### src/rtl/nibble_serial_adder_pkg.sv
// Shared types and constants for the nibble-serial adder.
// Holds the FSM state encoding and the index-width helper.
package nsa_pkg;

    localparam int NIBBLE_W = 4;

    typedef enum logic [1:0] {
        IDLE = 2'd0,
        RUN  = 2'd1,
        DONE = 2'd2
    } state_t;

    // A single-nibble operand still needs a 1-bit index register.
    function automatic int idx_width(input int width);
        return (width / NIBBLE_W > 1) ? $clog2(width / NIBBLE_W) : 1;
    endfunction

endpackage

### src/rtl/nibble_serial_adder_nibble_add4.sv
// Purpose: 4-bit ripple-carry adder built from four chained full-adder cells.
// Latency: purely combinational, 0 cycles.
// Backpressure: none; c3 exposes the carry into bit 3 for overflow detection.
module nibble_add4 (
    input  logic [3:0] x,
    input  logic [3:0] y,
    input  logic       ci,
    output logic [3:0] s,
    output logic       co,
    output logic       c3
);

    logic [4:0] c;

    always_comb begin
        c    = '0;
        s    = '0;
        c[0] = ci;
        for (int i = 0; i < 4; i++) begin
            s[i]   = x[i] ^ y[i] ^ c[i];
            c[i+1] = (x[i] & y[i]) | (x[i] & c[i]) | (y[i] & c[i]);
        end
    end

    assign co = c[4];
    assign c3 = c[3];

endmodule

### src/rtl/nibble_serial_adder.sv
// Purpose: WIDTH-bit a+b+cin computed one nibble per clock; signed overflow output under NSA_OVF_EN.
// Latency: WIDTH/4 cycles from operand acceptance to out_valid; one operation in flight.
// Backpressure: result held in DONE until out_ready; in_ready stays low until the following cycle.
module nibble_serial_adder
    import nsa_pkg::*;
#(
    parameter int WIDTH = 16
) (
    input  logic             clk,
    input  logic             rst_n,
    input  logic             in_valid,
    output logic             in_ready,
    input  logic [WIDTH-1:0] a,
    input  logic [WIDTH-1:0] b,
    input  logic             cin,
    output logic             out_valid,
    input  logic             out_ready,
    output logic [WIDTH-1:0] sum,
    output logic             cout
`ifdef NSA_OVF_EN
    ,
    output logic             ovf
`endif
);

    localparam int N  = WIDTH / NIBBLE_W;
    localparam int IW = idx_width(WIDTH);
    localparam logic [IW-1:0] LAST = IW'(N - 1);

    if ((WIDTH % NIBBLE_W) != 0 || WIDTH < NIBBLE_W) begin : g_bad_width
        $error("nibble_serial_adder: WIDTH must be a multiple of 4 and at least 4");
    end

    state_t           state_q;
    state_t           state_d;
    logic [WIDTH-1:0] a_q;
    logic [WIDTH-1:0] b_q;
    logic [WIDTH-1:0] sum_q;
    logic             carry_q;
    logic [IW-1:0]    idx_q;

    logic [3:0]       nib_x;
    logic [3:0]       nib_y;
    logic [3:0]       nib_s;
    logic             nib_co;
    logic             nib_c3;

    assign nib_x = a_q[{idx_q, 2'b00} +: NIBBLE_W];
    assign nib_y = b_q[{idx_q, 2'b00} +: NIBBLE_W];

    nibble_add4 u_add4 (
        .x  (nib_x),
        .y  (nib_y),
        .ci (carry_q),
        .s  (nib_s),
        .co (nib_co),
        .c3 (nib_c3)
    );

    always_comb begin
        state_d   = state_q;
        in_ready  = 1'b0;
        out_valid = 1'b0;
        case (state_q)
            IDLE: begin
                in_ready = 1'b1;
                if (in_valid) state_d = RUN;
            end
            RUN: begin
                if (idx_q == LAST) state_d = DONE;
            end
            DONE: begin
                out_valid = 1'b1;
                if (out_ready) state_d = IDLE;
            end
            default: state_d = IDLE;
        endcase
    end

    always_ff @(posedge clk) begin
        if (!rst_n) begin
            state_q <= IDLE;
            a_q     <= '0;
            b_q     <= '0;
            sum_q   <= '0;
            carry_q <= 1'b0;
            idx_q   <= '0;
        end else begin
            state_q <= state_d;
            case (state_q)
                IDLE: begin
                    if (in_valid) begin
                        a_q     <= a;
                        b_q     <= b;
                        carry_q <= cin;
                        idx_q   <= '0;
                        sum_q   <= '0;
                    end
                end
                RUN: begin
                    sum_q[{idx_q, 2'b00} +: NIBBLE_W] <= nib_s;
                    carry_q <= nib_co;
                    // Parking idx at LAST keeps the 1-bit index of WIDTH=4 from wrapping.
                    if (idx_q != LAST) idx_q <= idx_q + IW'(1);
                end
                default: ;
            endcase
        end
    end

    assign sum  = sum_q;
    assign cout = carry_q;

`ifdef NSA_OVF_EN
    logic ovf_q;

    always_ff @(posedge clk) begin
        if (!rst_n) begin
            ovf_q <= 1'b0;
        end else if (state_q == RUN && idx_q == LAST) begin
            ovf_q <= nib_c3 ^ nib_co;
        end
    end

    assign ovf = ovf_q;
`else
    logic unused_c3;
    assign unused_c3 = nib_c3;
`endif

endmodule

### config.mk
export PLATFORM = sky130hd
export DESIGN_NAME = nibble_serial_adder
export DESIGN_NICKNAME = d
export VERILOG_FILES = /design/src/rtl/nibble_serial_adder_pkg.sv /design/src/rtl/nibble_serial_adder_nibble_add4.sv /design/src/rtl/nibble_serial_adder.sv
export SDC_FILE = /design/constraint.sdc
export NUM_CORES = 1
export LEC_CHECK = 0
export ABC_AREA = 1
export CORE_ASPECT_RATIO = 1.1
export CORE_UTILIZATION = 53
export CTS_CLUSTER_DIAMETER = 50
export DETAILED_ROUTE_END_ITERATION = 7
export GPL_TIMING_DRIVEN = 1
export PLACE_DENSITY = 0.9
export SLEW_MARGIN = 20
export SYNTH_ARGS = -nofsm -noshare
export SYNTH_HDL_FRONTEND = slang
export SYNTH_SLANG_ARGS = --single-unit
### constraint.sdc
create_clock -name clk -period 5.6 [get_ports clk]
set_input_delay 0.56 -clock clk [delete_from_list [all_inputs] [get_ports clk]]
set_output_delay 0.56 -clock clk [all_outputs]
set_load 0.1 [all_outputs]
==> results of run 1 <==
-- layout make-up --
class | instances | area share [%]
multi-input cells | 248 | 38.8
flip-flops and latches | 53 | 34.8
repair buffers | 55 | 18.0
clock buffers | 7 | 2.83
inverters | 19 | 2.34
well taps | 54 | 2.21
clock inverters | 1 | 0.984
-- synthesized netlist by cell type, drive strengths merged --
cell type / n
nor2: 99
dfxtp: 53
o21ai: 48
nand2: 38
a21oi: 24
nand3: 23
inv: 17
clkbuf: 11
buf: 8
fa: 4
ha: 4
o22ai: 4
clkinv: 2
nand3b: 2
nor3: 2
-- critical path, cell delays in order, from the launching register on --
cell	delay, ns
dfxtp_1	0.76
inv_1	0.50
o21ai_0	0.27
o22ai_1	0.11
fa_1	0.39
inv_1	0.08
fa_1	0.18
fa_1	0.17
inv_1	0.05
fa_1	0.50
nand2_1	0.07
nor2_1	0.12
nand2_1	0.07
a21oi_1	0.12
-- sequential cells by signal (all words and copies together) (netlist names) --
register / cells
sum: 16
state_q: 2
idx_q: 2
cout: 1
b_q: 16
a_q: 16
-- routing by layer --
| layer | up-vias | routed length [um] | track usage, % |
|---|---|---|---|
| met5 | - | 0 | 0 |
| met4 | 0 | 82 | 8.51 |
| met3 | 12 | 211 | 4.84 |
| met2 | 71 | 2720 | 44.2 |
| met1 | 1008 | 2260 | 26.9 |
| li1 | 1183 | - | - |
-- through the flow --
step / worst slack [ns] / hold WS [ns] / power, mW / instance area (um2)
2_1_floorplan: 2.70 / 0.424 / 0.566 / 2420
3_3_place_gp: 2.30 / 0.443 / 0.617 / 2940
3_5_place_dp: 2.19 / 0.454 / 0.622 / 2940
4_1_cts: 2.16 / 0.467 / 0.882 / 3050
5_1_grt: 1.80 / 0.495 / 0.924 / 3050
6_report: 2.12 / 0.470 / 0.881 / 3050
-- where the power goes --
group | switching [mW] | total [mW] | internal (mW)
clock | 0.119 | 0.265 | 0.146
combinational | 0.120 | 0.195 | 0.0742
sequential | 0.0196 | 0.421 | 0.401
total | 0.259 | 0.881 | 0.621
-- path summary, 6_finish.rpt --
| path | to | cells after the start | from | slack (ns) |
|---|---|---|---|---|
| max | sum[15] | 13 | idx_q[0] | 2.12 |
| min | b_q[2] | 2 | b_q[2] | 0.47 |
| max reg2reg | sum[15] | 13 | idx_q[0] | 2.12 |
| min reg2reg | b_q[2] | 2 | b_q[2] | 0.47 |
-- cells by family (layout without fill, tap and decap cells) --
kind of cell    Yosys count  count (layout)  share of synthesized area, %
compound gates           76              76                          15.9
fa+ha+maj                 8               8                          5.38
buf+inv                  38              82                          7.14
flops                    53              53                          43.9
simple gates            164             164                          27.7
-- placed cells by master, fill, tap and decap left out --
cell type,count
a21oi_1,24
nand2_1,37
nor2_1,98
nor2_4,1
nand2_4,1
nand3_1,23
dfxtp_1,53
clkbuf_8,6
bufinv_16,1
fa_1,4
o22ai_1,4
clkbuf_1,1
o21ai_0,48
nor3_1,2
inv_2,1
ha_1,4
clkdlybuf4s50_1,55
clkinv_1,2
nand3b_1,2
inv_1,16
==> summary.txt, run 1 <==
Worst setup path
  • Data arrival, critical path: 3.70 ns
  • Setup crit start kind: flop
  • Worst EP required: 5.82 ns
  • Worst Setup Path Type: reg2reg
  • Largest fanout on the critical path: 24
  • Setup crit end kind: flop

Timing
  • RSZ-0062 raised after global routing: no
  • Endpoints failing setup: 0
  • Slew margin rel.: 34.2%
  • Setup Skew: 0.00778 ns
  • Pins over their slew limit: 0
  • Hold Vio Cnt, Final: 0
  • Setup TNS: 0 ns
  • Fmax: 0.288 GHz
  • Slew @ Worst Pin: 0.984 ns
  • Final period demand of the worst path: 3.48 ns
  • Period utilization: 62.1%

Clock tree
  • Clock tree buffer depth: 2
  • CTS sink count: 53
  • Clock-pin slew of the registers on the worst-case setup and hold paths: 0.09 ns
  • H-Tree Depth: 2
  • Num CTS Buffers: 5
  • TritonCTS clock tree: built
  • Number of setup buffers added after CTS: 0
  • Hold buffers post-CTS: 0
  • Post_cts resized: 0
  • Worst-Skew Late Latency: 0.30 ns
  • Root Buffer: clkbuf_8

Finish
  • Area of the multi-input gates: 0.00118 mm2
  • Final core occ: 70.2%
  • Synth-to-Final Area Change: 26.2%
  • Post-Layout Cell Count: 437
  • ANT cells: 0
  • Register Area: 0.00106 mm2
  • Nets: 427
  • Final-layout fill cell count: 386
  • Share of cells above drive strength 1: 2.61%

Yosys
  • Synth Warn #: 0
  • Sequential share of the synthesized area: 43.9%
  • Syn_nets: 384
  • Post-Syn Area: 0.00242 mm2
  • Area leader, netlist: dfxtp_1
  • Unique masters post-synth: 20
  • Syn_area_per_cell: 7.13 um2
  • FF+latch count, synth: 53
  • Yosys top cell area share: 43.9%
  • Synth top area cells: dfxtp_1 44%, nor2_1 15%, o21ai_0 9.9%
  • Post-Syn Instances: 339

Floorplanning
  • Die Wd: 66.4 um
  • Die area: 0.00484 mm2
  • Ports: 56
  • Initial Util: 55.6%
  • Die height: 72.9 um
  • Core ar.: 0.00435 mm2
  • Rows: 25

Global route
  • Largest net degree at the start of global routing: 55
  • First-pass GRT wire length: 8.94 mm
  • Vias in the first global route: 2111
  • Gr usage total: 23.9%
  • Total grt overflow: 0
  • Antenna violations before repair: 0

Route
  • Avg WL per Cell: 12.1 um
  • Final ANT Viol Nets: 0
  • Vias per Instance: 5.20
  • First DRT Iteration DRCs: 103
  • DR vias: 2274
  • Final wirelength: 5.27 mm
  • DRC viols: 0
  • DR pass1 iterations: 4

Status
  • Status: complete, no violations

Place
  • Post-DP HPWL: 3.83 mm
  • RD Place Congestion: 0.872
  • Port Buf Inserts: 55
  • Dpl cells: 429

Worst hold path
  • HP Class: reg2reg

Power and ir drop
  • Static Leak: 1.21 nW
  • PwrDens: 289 mW/mm2
  • Max VDD drop: 193 uV

Flow run
  • Max Cap Viol: 0
(Power assumes the default switching activity.)
==> inputs of run 2 (changes only) <==
--- a/config.mk
+++ b/config.mk
@@ -7,11 +7,11 @@
 export LEC_CHECK = 0
 export ABC_AREA = 1
 export CORE_ASPECT_RATIO = 1.1
-export CORE_UTILIZATION = 53
+export CORE_UTILIZATION = 50
 export CTS_CLUSTER_DIAMETER = 50
 export DETAILED_ROUTE_END_ITERATION = 7
 export GPL_TIMING_DRIVEN = 1
-export PLACE_DENSITY = 0.9
+export PLACE_DENSITY = 0.86
 export SLEW_MARGIN = 20
 export SYNTH_ARGS = -nofsm -noshare
 export SYNTH_HDL_FRONTEND = slang
==> constraint.sdc (replaced) <==
create_clock -name clk -period 3.6 [get_ports clk]
set_input_delay 0.36 -clock clk [delete_from_list [all_inputs] [get_ports clk]]
set_output_delay 0.36 -clock clk [all_outputs]
set_load 0.1 [all_outputs]
==> run 2 against run 1 <==
Compared with the run above:
- wire length increased by 0.76%
- clock power up 31%
- sequential share of layout area shrank 0.057 points
- clock-buffer cell count fell by 1
==> summary.txt, run 2 (synthesis gave the netlist of run 1 again) <==
Status
  • Status: complete, no violations

Floorplanning
  • Rows: 26
  • Die area: 0.00512 mm2
  • Core ar.: 0.00465 mm2
  • Initial Util: 52.0%
  • Die height: 74.9 um
  • Ports: 56
  • Die Wd: 68.3 um

Clock tree
  • Post_cts resized: 0
  • Hold buffers post-CTS: 0
  • Num CTS Buffers: 5
  • Number of setup buffers added after CTS: 0
  • Clock-pin slew of the registers on the worst-case setup and hold paths: 0.09 ns
  • H-Tree Depth: 2
  • Root Buffer: clkbuf_8
  • Clock tree buffer depth: 2
  • Worst-Skew Late Latency: 0.31 ns
  • TritonCTS clock tree: built
  • CTS sink count: 53

Timing
  • Slew @ Worst Pin: 0.966 ns
  • Setup Skew: 0.00671 ns
  • Fmax: 0.330 GHz
  • Setup ws final: 0.568 ns
  • Setup TNS: 0 ns
  • Pins over their slew limit: 0
  • RSZ-0062 raised after global routing: no
  • Hold Vio Cnt, Final: 0
  • Slew margin rel.: 35.4%
  • Period utilization: 84.2%
  • Endpoints failing setup: 0
  • Final period demand of the worst path: 3.03 ns

Place
  • Port Buf Inserts: 55
  • RD Place Congestion: 0.896
  • Post-DP HPWL: 3.91 mm
  • Dpl ws: 0.636 ns

Finish
  • ANT cells: 0
  • Commonest cells after routing, fill and taps aside: 98 x nor2_1, 55 x clkdlybuf4s50_1, 53 x dfxtp_1
  • Synth-to-Final Area Change: 26.4%
  • Final core occ: 65.7%
  • Share of cells above drive strength 1: 3.63%
  • Most common cell after layout, fill and taps aside: nor2_1
  • Nets: 430
  • Final-layout fill cell count: 415

Route
  • Vias per Instance: 5.27
  • DRC viols: 0
  • DR vias: 2330
  • Final ANT Viol Nets: 0
  • First DRT Iteration DRCs: 124
  • Final wirelength: 5.31 mm
  • Avg WL per Cell: 12.0 um
  • DR pass1 iterations: 4

Power and ir drop
  • Clock network fraction of total power: 26.6%
  • Comb power frac: 23.7%
  • P_int: 0.899 mW
  • Switching pwr: 0.412 mW
  • Sequential Power Share: 49.8%
  • Sw Share: 31.4%
  • Max VDD drop: 265 uV
  • Static Leak: 1.22 nW
  • PwrDens: 429 mW/mm2

Worst setup path
  • Setup crit end kind: flop
  • Beginning of the critical path: idx_q[0]
  • Setup crit start kind: flop
  • Worst path buffer plus inverter count: 3
  • Worst Setup Path Type: reg2reg
  • R2R Setup Slk: 0.57 ns
  • Slowest stage delay, CP: 0.56 ns
  • Worst path slowest cell: dfxtp_1
  • Critical path's top delay family: adder cells
  • Cell Chain, Critical Path: inv_1, o21ai_0, o22ai_1, fa_1, inv_1, fa_1, fa_1, inv_1, fa_1, nand2_1, nor2_1, nand2_1, a21oi_1
  • Data arrival, critical path: 3.26 ns
  • Crit-path most repeated cell: fa_1
  • Start of the worst register-to-register path: idx_q[0]
  • Worst EP required: 3.83 ns
  • Largest fanout on the critical path: 14

Global route
  • First-pass GRT wire length: 8.92 mm
  • Largest net degree at the start of global routing: 55
  • Total grt overflow: 0
  • Gr usage total: 23.2%
  • Vias in the first global route: 2150
  • Antenna violations before repair: 0

Worst hold path
  • HP Class: reg2reg
  • Hold path startpoint: b_q[1]

Flow run
  • Max Cap Viol: 0
## run 2: cell types whose count changed in the layout (fill, tap and decap cells not counted)
| cell | previous run | this run |
|---|---|---|
| buf_4 | 0 | 3 |
| clkbuf_1 | 1 | 0 |
| clkinv_2 | 0 | 1 |
| clkinv_4 | 0 | 1 |
| bufinv_16 | 1 | 0 |
## run 2: path summary, 6_finish.rpt
path,end,cells past startpoint
worst min register to register,b_q[1],2
worst max register to register,sum[7],13
worst min-delay path,b_q[1],2
worst max-delay path,sum[7],13
## run 2: worst min-delay path: stages (launching register included)
cell and delay [ns]:
dfxtp_1 0.31, inv_1 0.06, a21oi_1 0.05
## run 2: power by group through the flow
stage               registers (mW)  clock network, mW  logic, mW
floorplan                    0.691                  0      0.189
global placement             0.664                  0      0.300
detailed placement           0.666                  0      0.307
CTS                          0.652              0.354      0.308
global route                 0.657              0.379      0.348
finish                       0.652              0.348      0.310
## run 2: cell type report
| class | instances | area (um2) | area share (%) |
|---|---|---|---|
| clock buffer | 6 | 82.6 | 2.70 |
| clock inverter | 2 | 13.8 | 0.450 |
| inverter | 19 | 71.3 | 2.33 |
| multi-input combinational | 248 | 1180 | 38.8 |
| sequential | 53 | 1060 | 34.7 |
| tap | 56 | 70.1 | 2.29 |
| timing repair buffer | 58 | 573 | 18.7 |
## run 2: metal layers
metal  vias to the layer above  part of all wire (%)  GRT usage [%]  wire length (um)
met2                        74                    50           42.7              2640
li1                       1191                     -              -                 -
met1                      1052                    43           25.2              2290
met3                        13                   4.6           5.76               245
met5                         -                     0              0                 0
met4                         0                   2.5           9.03               134
## run 2: per-stage QoR
step	instance area [um2]	power (mW)	hold WS, ns	cells
2_1_floorplan	2420	0.880	0.424	339
3_3_place_gp	2960	0.964	0.441	434
3_5_place_dp	2960	0.973	0.445	434
4_1_cts	3060	1.31	0.459	442
5_1_grt	3060	1.38	0.487	442
6_report	3060	1.31	0.455	442
==> inputs of run 3 (changes only) <==
--- a/config.mk
+++ b/config.mk
@@ -7,11 +7,11 @@
 export LEC_CHECK = 0
 export ABC_AREA = 1
 export CORE_ASPECT_RATIO = 1.1
-export CORE_UTILIZATION = 50
+export CORE_UTILIZATION = 45
 export CTS_CLUSTER_DIAMETER = 50
 export DETAILED_ROUTE_END_ITERATION = 7
 export GPL_TIMING_DRIVEN = 1
-export PLACE_DENSITY = 0.86
+export PLACE_DENSITY = 0.82
 export SLEW_MARGIN = 20
 export SYNTH_ARGS = -nofsm -noshare
 export SYNTH_HDL_FRONTEND = slang
==> constraint.sdc (replaced) <==
create_clock -name clk -period 2.6 [get_ports clk]
set_input_delay 0.26 -clock clk [delete_from_list [all_inputs] [get_ports clk]]
set_output_delay 0.26 -clock clk [all_outputs]
set_load 0.1 [all_outputs]
==> run 3 against run 2 <==
Compared with the run above:
- wire length up 3.7%
- final area rose by 4.8%
- global-route usage fell by 2.6 points
- critical path depth unchanged
- fmax grew 19%
- critical endpoint unchanged
- non-clock buffer count rose by 11
- hold slack better by 0.0088 ns
- register-to-register slack got worse by 0.52 ns
==> summary.txt, run 3 (synthesis gave the netlist of run 1 again) <==
Floorplanning
  • Die height: 78.9 um
  • Die area: 0.00567 mm2
  • Ports: 56
  • Rows: 27
  • Initial Util: 47.4%
  • Core ar.: 0.00510 mm2
  • Die Wd: 71.9 um

Global route
  • Met1 Use GR: 24.4%
  • Antenna violations before repair: 0
  • Grt met2 use: 34.8%
  • Vias in the first global route: 2082
  • Gr usage total: 20.7%
  • GRT busiest layer: met2
  • First-pass GRT wire length: 9.19 mm
  • Largest net degree at the start of global routing: 30
  • GR met3 Demand/Resource: 5.33%
  • Total grt overflow: 0

Worst setup path
  • Data arrival, critical path: 2.74 ns
  • Worst EP required: 2.79 ns
  • Crit-path most repeated cell: fa_2
  • Worst Setup Path Type: reg2reg
  • Worst path slowest cell: fa_1
  • Cell Chain, Critical Path: buf_6, nor2_2, o22ai_2, fa_2, inv_2, fa_2, fa_2, inv_2, fa_1, nand2_2, nor2_2, nand2_1, a21oi_2
  • Setup crit start kind: flop
  • Largest fanout on the critical path: 6
  • Worst path buffer plus inverter count: 3
  • Setup crit end kind: flop
  • Slowest stage delay, CP: 0.44 ns
  • Critical path's top delay family: adder cells

Clock tree
  • Worst-Skew Late Latency: 0.31 ns
  • Hold buffers post-CTS: 0
  • H-Tree Depth: 2
  • Root Buffer: clkbuf_8
  • Num CTS Buffers: 5
  • CTS sink count: 53
  • Clock tree buffer depth: 2
  • TritonCTS clock tree: built
  • Clock-pin slew of the registers on the worst-case setup and hold paths: 0.09 ns

Place
  • Port Buf Inserts: 55
  • Dpl ws: -0.0650 ns
  • Dpl cells: 457
  • Post-DP HPWL: 4.21 mm
  • RD Place Congestion: 0.870

Power and ir drop
  • Static Leak: 1.33 nW
  • PwrDens: 611 mW/mm2
  • PnR Total Power: 1.96 mW
  • Max VDD drop: 421 uV

Finish
  • Commonest cells after routing, fill and taps aside: 95 x nor2_1, 50 x dfxtp_1, 42 x o21ai_0
  • Final core occ: 62.8%
  • Nets: 441
  • Post-Layout Cell Count: 469
  • Share of cells above drive strength 1: 16.1%
  • Most common cell after layout, fill and taps aside: nor2_1
  • Synth-to-Final Area Change: 32.4%
  • ANT cells: 0

Route
  • Vias per Instance: 5.01
  • Final ANT Viol Nets: 0
  • First DRT Iteration DRCs: 78
  • DR vias: 2349
  • Avg WL per Cell: 11.7 um
  • DRC viols: 0
  • Final wirelength: 5.50 mm
  • DR pass1 iterations: 4

Status
  • Status: complete, no violations

Timing
  • Setup Skew: 0.00670 ns
  • Pins over their slew limit: 0
  • Fmax: 0.392 GHz
  • RSZ-0062 raised after global routing: yes
  • Setup ws final: 0.0519 ns
  • Period utilization: 98.0%
  • Hold Vio Cnt, Final: 0
  • Slew @ Worst Pin: 0.509 ns
  • Final period demand of the worst path: 2.55 ns
  • WHS: 0.464 ns
  • Slew margin rel.: 65.9%
  • Endpoints failing setup: 0

Worst hold path
  • HP Class: reg2reg

Flow run
  • Max Cap Viol: 0
-- run 3: changes by cell type in the layout (fill, tap and decap cells not counted), sizes merged --
cell           before  now
clkdlybuf4s50      55   36
bufinv              0    1
buf                 3   33
clkinv              4    2
clkinvlp            0    1
-- run 3: cell type report --
type                    count  area, um2
clock buffers               6       82.6
multi-input cells         248       1230
fillers                   480       1900
well taps                  72       90.1
repair buffers             69        612
clock inverters             2       37.5
flip-flops and latches     53       1070
inverters                  19       81.3
-- run 3: power by group --
| part | internal, mW | switching [mW] | leakage, nW |
|---|---|---|---|
| sequential | 0.865 | 0.0384 | 0.437 |
| combinational | 0.192 | 0.282 | 0.831 |
| clock | 0.313 | 0.267 | 0.0574 |
-- run 3: layer usage --
metal | vias up | wire length, um | part of all wire (%)
met2 | 68 | 2670 | 49
met1 | 1050 | 2390 | 43
met3 | 18 | 275 | 5.0
li1 | 1213 | - | -
met4 | 0 | 171 | 3.1
met5 | - | 0 | 0
-- run 3: final timing paths --
check / startpoint / end / slack (ns) / cells past startpoint
setup reg to reg: idx_q[0] / sum[7] / 0.05 / 13
setup / recovery: idx_q[0] / sum[7] / 0.05 / 13
hold reg to reg: b_q[2] / b_q[2] / 0.46 / 2
hold / removal: b_q[2] / b_q[2] / 0.46 / 2
-- run 3: stage by stage --
stage | cell area (um2) | TNS [ns]
after floorplan | 2440 | 0
after global placement | 2990 | -0.0414
after detailed placement | 2990 | -0.202
after CTS | 3170 | 0
after global routing | 3200 | -0.147
final | 3200 | 0
-- run 3: worst reg2reg max path, delay by kind of cell (launching register included) --
kind	cells	cell delay, ns
adders and majority gates	4	1.36
DFF	1	0.41
and+or+nand+nor	4	0.27
buffers and inverters	3	0.22
AOI/OAI and AO/OA	2	0.20
-- run 3: timing repair --
action | 4_1_cts | 5_1_grt
setup buffers | 3 | 1
pin swaps | 7 | 8
gates resized for setup | 17 | 13
setup endpoints to repair | 4 | 4
